## src/rtl/lp_seg_counter.sv

```systemverilog
`default_nettype none
// ============================================================================
// Module   : lp_seg_counter
// Brief    : Segmented low-power up/down counter with load, one-shot/free-run
//            modes, terminal-count pulse and optional Gray output
//            (enable with macro LP_SEG_COUNTER_GRAY_EN).
// Revision : 1.0 - initial release
// ============================================================================
module lp_seg_counter #(
    parameter int              WIDTH   = 8,
    parameter int              SEG     = 4,
    parameter longint unsigned MAX_VAL = (64'd1 << WIDTH) - 64'd1
) (
    input  logic             clk,
    input  logic             rstn,
    input  logic             start,
    input  logic             en,
    input  logic             up_dn,
    input  logic             oneshot,
    input  logic             clr,
    input  logic             load,
    input  logic [WIDTH-1:0] load_val,
    output logic [WIDTH-1:0] count,
    output logic             tc,
    output logic             busy,
    output logic             done,
    output logic [WIDTH-1:0] gray_out
);
    localparam int               NSEG  = WIDTH / SEG;
    localparam logic [WIDTH-1:0] MAX_V = WIDTH'(MAX_VAL);
    localparam logic [WIDTH-1:0] ZERO  = '0;
    localparam logic [WIDTH-1:0] ONE   = WIDTH'(1);

    typedef enum logic [1:0] {
        ST_IDLE = 2'd0,
        ST_RUN  = 2'd1,
        ST_DONE = 2'd2
    } state_t;

    state_t           state_q;
    logic             tc_q;
    logic             busy_q;
    logic             done_q;
    logic [WIDTH-1:0] count_q;
    logic [WIDTH-1:0] next_val;
    logic [NSEG-1:0]  w_carry;

    logic             w_load;
    logic             w_start;
    logic             w_reload;
    logic             w_step;
    logic             w_wrap;
    logic             w_bulk;
    logic             w_hit;
    logic [WIDTH-1:0] w_load_sat;

    always_comb begin
        w_load     = !clr && load;
        w_start    = !clr && !load && start && (state_q != ST_RUN);
        w_reload   = w_start && (state_q == ST_DONE);
        w_step     = !clr && !load && (state_q == ST_RUN) && en;
        w_wrap     = w_step && (up_dn ? (count_q == MAX_V) : (count_q == ZERO));
        w_load_sat = (load_val > MAX_V) ? MAX_V : load_val;

        if (!rstn || clr) begin
            next_val = ZERO;
        end else if (w_load) begin
            next_val = w_load_sat;
        end else if (w_reload || w_wrap) begin
            next_val = up_dn ? ZERO : MAX_V;
        end else begin
            next_val = up_dn ? (count_q + ONE) : (count_q - ONE);
        end

        // Whole-word writes; ordinary steps only touch segments the carry reaches.
        w_bulk = !rstn || clr || w_load || w_reload || w_wrap;
        w_hit  = w_step && (up_dn ? (next_val == MAX_V) : (next_val == ZERO));
    end

`ifdef LP_SEG_COUNTER_GRAY_EN
    logic [WIDTH-1:0] count_d;
`endif

    for (genvar k = 0; k < NSEG; k++) begin : g_seg
        logic [SEG-1:0] seg_q;
        logic           w_seg_we;

        if (k == 0) begin : g_carry_base
            assign w_carry[k] = 1'b1;
        end else begin : g_carry_chain
            assign w_carry[k] = w_carry[k-1] &
                                (up_dn ? (&count_q[(k-1)*SEG +: SEG])
                                       : (~|count_q[(k-1)*SEG +: SEG]));
        end

        assign w_seg_we = w_bulk || (w_step && w_carry[k]);

        always_ff @(posedge clk) begin
            if (w_seg_we) begin
                seg_q <= next_val[k*SEG +: SEG];
            end
        end

        assign count_q[k*SEG +: SEG] = seg_q;
`ifdef LP_SEG_COUNTER_GRAY_EN
        assign count_d[k*SEG +: SEG] = w_seg_we ? next_val[k*SEG +: SEG] : seg_q;
`endif
    end

    always_ff @(posedge clk) begin
        if (!rstn) begin
            state_q <= ST_IDLE;
            tc_q    <= 1'b0;
            busy_q  <= 1'b0;
            done_q  <= 1'b0;
        end else begin
            tc_q <= w_hit;
            if (clr) begin
                state_q <= ST_IDLE;
                busy_q  <= 1'b0;
                done_q  <= 1'b0;
            end else if (w_start) begin
                state_q <= ST_RUN;
                busy_q  <= 1'b1;
                done_q  <= 1'b0;
            end else if (w_hit && oneshot) begin
                state_q <= ST_DONE;
                busy_q  <= 1'b0;
                done_q  <= 1'b1;
            end
        end
    end

`ifdef LP_SEG_COUNTER_GRAY_EN
    logic [WIDTH-1:0] gray_q;

    always_ff @(posedge clk) begin
        if (!rstn) begin
            gray_q <= ZERO;
        end else begin
            gray_q <= count_d ^ (count_d >> 1);
        end
    end

    assign gray_out = gray_q;
`else
    assign gray_out = ZERO;
`endif

    assign count = count_q;
    assign tc    = tc_q;
    assign busy  = busy_q;
    assign done  = done_q;

endmodule
`default_nettype wire

```

## config.mk

```make
export PLATFORM = sky130hd
export DESIGN_NAME = lp_seg_counter
export DESIGN_NICKNAME = d
export VERILOG_FILES = /design/src/rtl/lp_seg_counter.sv
export SDC_FILE = /design/constraint.sdc
export NUM_CORES = 1
export LEC_CHECK = 0
export ABC_AREA = 1
export CAP_MARGIN = 15
export CORE_UTILIZATION = 30
export CTS_CLUSTER_DIAMETER = 150
export CTS_CLUSTER_SIZE = 20
export DETAILED_ROUTE_END_ITERATION = 16
export SLEW_MARGIN = 20
export SYNTH_ARGS = -nofsm -noshare
export SYNTH_HDL_FRONTEND = slang
export SYNTH_SLANG_ARGS = --single-unit
```

## constraint.sdc

```tcl
create_clock -name clk -period 4.4 [get_ports clk]
set_input_delay 0.88 -clock clk [delete_from_list [all_inputs] [get_ports clk]]
set_output_delay 0.88 -clock clk [all_outputs]
set_load 0.005 [all_outputs]
```

# Word level (Yosys, flattened, before mapping)

Cells that the tools add are included.

Equality and inequality tests: 5
Order comparisons: 1
Add/sub/neg operators: 2
Bitwise operators: 1
Muxes and demuxes: 13
Reduce and logical (&&, ||, !) cells: 29

Operator list:

| kind                                                  | number |
|---|---|
| 2-to-1 mux 8 bit                                      | 6 |
| equality test 8 bit (second input constant)           | 2 |
| zero test 8 bit                                       | 2 |
| logical AND 1 bit                                     | 11 |
| adder 8 x 1 -> 8 bit (second input constant)          | 1 |
| greater-than comparator 8 bit (second input constant) | 1 |
| subtractor 8 x 1 -> 8 bit (second input constant)     | 1 |
| logical OR 1 bit                                      | 7 |
| 2-to-1 mux 1 bit                                      | 7 |
| zero test 1 bit                                       | 4 |
| AND reduction 4 bit                                   | 1 |
| OR reduction 4 bit                                    | 1 |
| OR reduction 3 bit                                    | 1 |
| equality test 2 x 1 -> 1 bit (second input constant)  | 1 |
| equality test 2 bit (second input constant)           | 1 |
| != test 2 x 1 -> 1 bit (second input constant)        | 1 |
| nonzero test 2 bit                                    | 1 |
| OR reduction 2 bit                                    | 1 |
| NOT 1 bit                                             | 1 |

Bits of input ports: 16
Word-level logic and storage cells: 57
Flip-flop bits (word level): 12

# Longest topological paths before layout

Depth after elaboration: 15
Gate-level depth with buffers: 21
Gate-level depth less buffers: 21

# Worst setup path before layout

Ideal clock, no wire load.

Kind: input -> register
Start: input port up_dn
End: register busy_q (netlist: busy)
Library setup time: 0.115 ns
Required time: 4.285 ns
Stages: 18
Setup slack: 1.810 ns
Path buffers: 0
Data arrival time: 2.475 ns
Path through: inv_2 > ha_1 > a21oi_1 > nor2_1 > nor2_1 > nand2_1 > nand2_1 > nand2_1 > nand2_1 > nand2_1 > a21oi_1 > nand2_1 > nor2_1 > nand2_1 > nand2_2 > nand3_2 > nand2_1 > a21oi_2

Cells in the longest elaborated chain, start to end: 11

Ends and longest elaborated chain:

| item                                                   | RTL line | RTL |
|---|---|---|
| start: declaration                                     | 18       | `input logic up_dn,` |
| 2-to-1 mux 1 bit                                       | 62       | `w_wrap = w_step && (up_dn ? (count_q == MAX_V) : (count_q == ZERO));` |
| logical AND 1 bit                                      | 62       |  |
| logical OR 1 bit                                       | 69       | `end else if (w_reload \|\| w_wrap) begin` |
| 2-to-1 mux 8 bit *                                     | 69       |  |
| 2-to-1 mux 8 bit *                                     | 67       | `end else if (w_load) begin` |
| 2-to-1 mux 8 bit *                                     | 65       | `if (!rstn \|\| clr) begin` |
| named net next_val[7]                                  | 45       | `logic [WIDTH-1:0] next_val;` |
| equality test 8 bit or zero test 8 bit (tied branches) | 77       | `w_hit = w_step && (up_dn ? (next_val == MAX_V) : (next_val == ZERO));` |
| 2-to-1 mux 1 bit *                                     | 77       |  |
| logical AND 1 bit *                                    | 77       |  |
| logical AND 1 bit *                                    | 126      | `end else if (w_hit && oneshot) begin` |
| nonzero test 2 bit (no line) *                         | --       |  |
| end signal: assignment                                 | 120      | `busy_q <= 1'b0;` |
| end signal: assignment                                 | 124      | `busy_q <= 1'b1;` |
| end signal: assignment                                 | 128      | `busy_q <= 1'b0;` |
| end: declaration                                       | 42       | `logic busy_q;` |

Mark *: on every way through the listed nets, which the timed path passes. The rest lies on a longest branch.
A chain may end at the register's enable or synchronous reset.

# Worst setup path after layout

Same ends and word-level chain as after synthesis.

==> results_dict.tcl <==
set metrics [dict create \
    crit_type "primary input to flip-flop" \
    cts_buffers 3 \
    final_cell_mix "71 x nand2_1, 30 x inv_1, 26 x clkdlybuf4s50_1, 19 x nor2_1, 12 x nand3_1" \
    rr_endpoint "busy" \
    synth_top_family_by_area "simple AND/OR/NAND/NOR gates" \
    finalHoldViolations 0 \
    drt_pre_antenna_iters 4 \
    vias 1208 \
    die_w_um 66.16 \
    cts_setup_buffers 0 \
    final_common_cell "nand2_1" \
    globalRouteOverflowTotal 0 \
    tns_ns 0 \
    reg2reg_from "g_seg[0].seg_q[0]" \
    globalRouteTotalUtil 0.1426 \
    synth-adder-area-share 0.07700 \
    wire_per_inst_um 10.17 \
    ys_types 26 \
    drc 0 \
    gp_congestion 0.8530 \
    cts_buffer_depth 2 \
    cts_tree "built" \
    crit_path_cell_trace "clkdlybuf4s50_1 > inv_2 > ha_1 > a21oi_1 > nor2_1 > nor2_1 > nand2_1 > nand2_1 > nand2_1 > nand2_1 > nand2_1 > a21oi_1 > nand2_1 > nor2_1 > nand2_1 > nand2_2 > nand3_2 > nand2_1 > a21oi_2" \
    syn_area_um2 1235 \
    setup.worst_path.start "up_dn" \
    arrival_ns 3.41 \
    drt_iter0_drc 39 \
    worst-r2r-cell-count 20 \
    start_kind "primary input" \
    grt_start_max_net_pins 13 \
    io_pins 35 \
    rsz0062_at_grt "false" \
    synth-seq-cells 11 \
    min_period_ns 3.282 \
    grt_first_pass_wirelength_um 4719 \
    status "complete, no violations" \
    clock_skew_ns 0.006184 \
    powerDensity_nw_per_um2 246.6 \
    clk_pin_slew_ns 0.05 \
    ir_drop_mv 0.1216 \
    cts_resized 0 \
    slowest_delay_ns 0.64 \
    fmax_mhz 304.7 \
    h-tree-depth 1 \
    finalSetupViolations 0 \
    synth_mux_area_frac 0 \
    rrSetupSlack_ns 2.01 \
    crit_required_ns 4.53 \
    hold_buffers 0 \
    die_h_um 66.16 \
    synth_compound_gate_area_share 0.08713 \
    drive_gt1_frac 0.07895 \
    synthXorXnorAreaFrac 0.02837 \
    setup.worst_path.end_class "flip-flop" \
    cts_root_buffer "clkbuf_8" \
    nNetsFinal 252 \
    antenna_found_initial 0 \
    worstSkewPairLatency_ns 0.24 \
    syn_avg_cell_area_um2 6.175 \
    crit_fanout 11 \
    yosysWarnings 0 \
    finalCritPeriodShare 0.7460 \
    min_from "busy" \
    finalMaxSlewViolations 0 \
    rows 22 \
    path_buf_inv 2 \
    hold_path.class "flip-flop to flip-flop" \
    syn_inst 200 \
    critPathSlowestCell "clkdlybuf4s50_1" \
    p_leak_nw 0.8305 \
    antenna_cells 0 \
    cp.depth 19 \
    dp_hpwl_um 2348 \
    coreArea_um2 3799 \
    area_growth_pct 26.44 \
    utilization 0.4111 \
    yosys.area_share.simple 0.4083 \
    routed_wl_um 2806 \
    cap_violations 0 \
    final_antenna_net_count 0 \
    yosysSeqAreaShare 0.2432 \
    total_power_mw 0.3851 \
    fp.dieArea_um2 4377 \
    grt_pass1_vias 1102 \
    start_util 0.3251 \
    io_buffers 26 \
    viasPerCell 4.377 \
    cts_num_sinks 11 \
    cp_top_family "simple AND/OR/NAND/NOR gates" \
    whs_path_depth 2 \
    crit_top_cell "nand2_1" \
    min_to "busy" \
]
## where the power goes
| part | total, mW | internal [mW] | switching [mW] |
|---|---|---|---|
| clock | 0.104 | 0.0637 | 0.0398 |
| combinational | 0.150 | 0.0681 | 0.0822 |
| sequential | 0.131 | 0.121 | 0.0102 |
## layer usage
layer  track usage  routed length, um  up-vias
met5             0                  0        -
met4       0.06117                 40        0
met3       0.02069                 96        5
met2        0.2423               1328       28
met1        0.1775               1340      516
li1              -                  -      659
## synthesized netlist by cell type
master / count / area share
a21o_1: 1 / 0.0061
a21oi_1: 7 / 0.028
a21oi_2: 1 / 0.0071
buf_2: 1 / 0.0040
buf_4: 8 / 0.049
conb_1: 1 / 0.0030
dfxtp_1: 3 / 0.049
edfxtp_1: 8 / 0.19
fa_1: 1 / 0.016
ha_1: 6 / 0.061
inv_1: 30 / 0.091
inv_2: 3 / 0.0091
nand2_1: 71 / 0.22
nand2_2: 3 / 0.015
nand3_1: 12 / 0.049
nand3_2: 2 / 0.016
nand3b_1: 1 / 0.0061
nand4_1: 3 / 0.015
nor2_1: 19 / 0.058
nor2_2: 3 / 0.015
nor2_4: 2 / 0.018
o21ai_0: 6 / 0.024
o21ai_1: 3 / 0.012
o21bai_2: 1 / 0.0091
xnor2_1: 2 / 0.014
xor2_1: 2 / 0.014
## sequential cells by signal, indices dropped and copies added, names as in the netlist
name / cells
done: 1
tc: 1
g_seg.seg_q: 8
busy: 1
## worst register-to-register path, delay by kind of cell, from the launching register on
family                     cells  cell delay (ns)
AOI/OAI and AO/OA              1             0.05
adders and majority gates      1             0.44
buffers and inverters          2             0.18
DFF                            1             0.46
and+or+nand+nor               16             1.14
## worst max path at each step
stage | end | slack (ns)
global route | busy | 0.82
CTS | busy | 1.10
detailed placement | busy | 0.85
finish | busy | 1.12
global placement | busy | 0.91
floorplan | busy | 1.81
## kinds of logic (layout without fill, tap and decap cells)
logic type,Yosys count,in the layout
compound gates,19,19
simple gates,116,116
xor+xnor,4,4
flops,11,11
fa+ha+maj,7,7
buf+inv,42,63
other cells,1,8
## final cells by class
type	instances	area (um^2)
multi-input combinational	154	772.0
sequential	11	300.3
fill	411	2237
timing repair buffer	26	260.3
inverter	33	123.9
clock buffer	4	45.04
tap	48	60.06
## per-stage QoR
step	worst slack [ns]	cell area [um^2]	hold WS, ns	cells
after global placement	0.9140	1516	0.5263	272
final	1.118	1562	0.5371	276
after global routing	0.8155	1562	0.5562	276
after CTS	1.102	1562	0.5286	276
after detailed placement	0.8517	1516	0.5153	272
after floorplan	1.810	1261	0.4937	207
(Power assumes the default switching activity.)
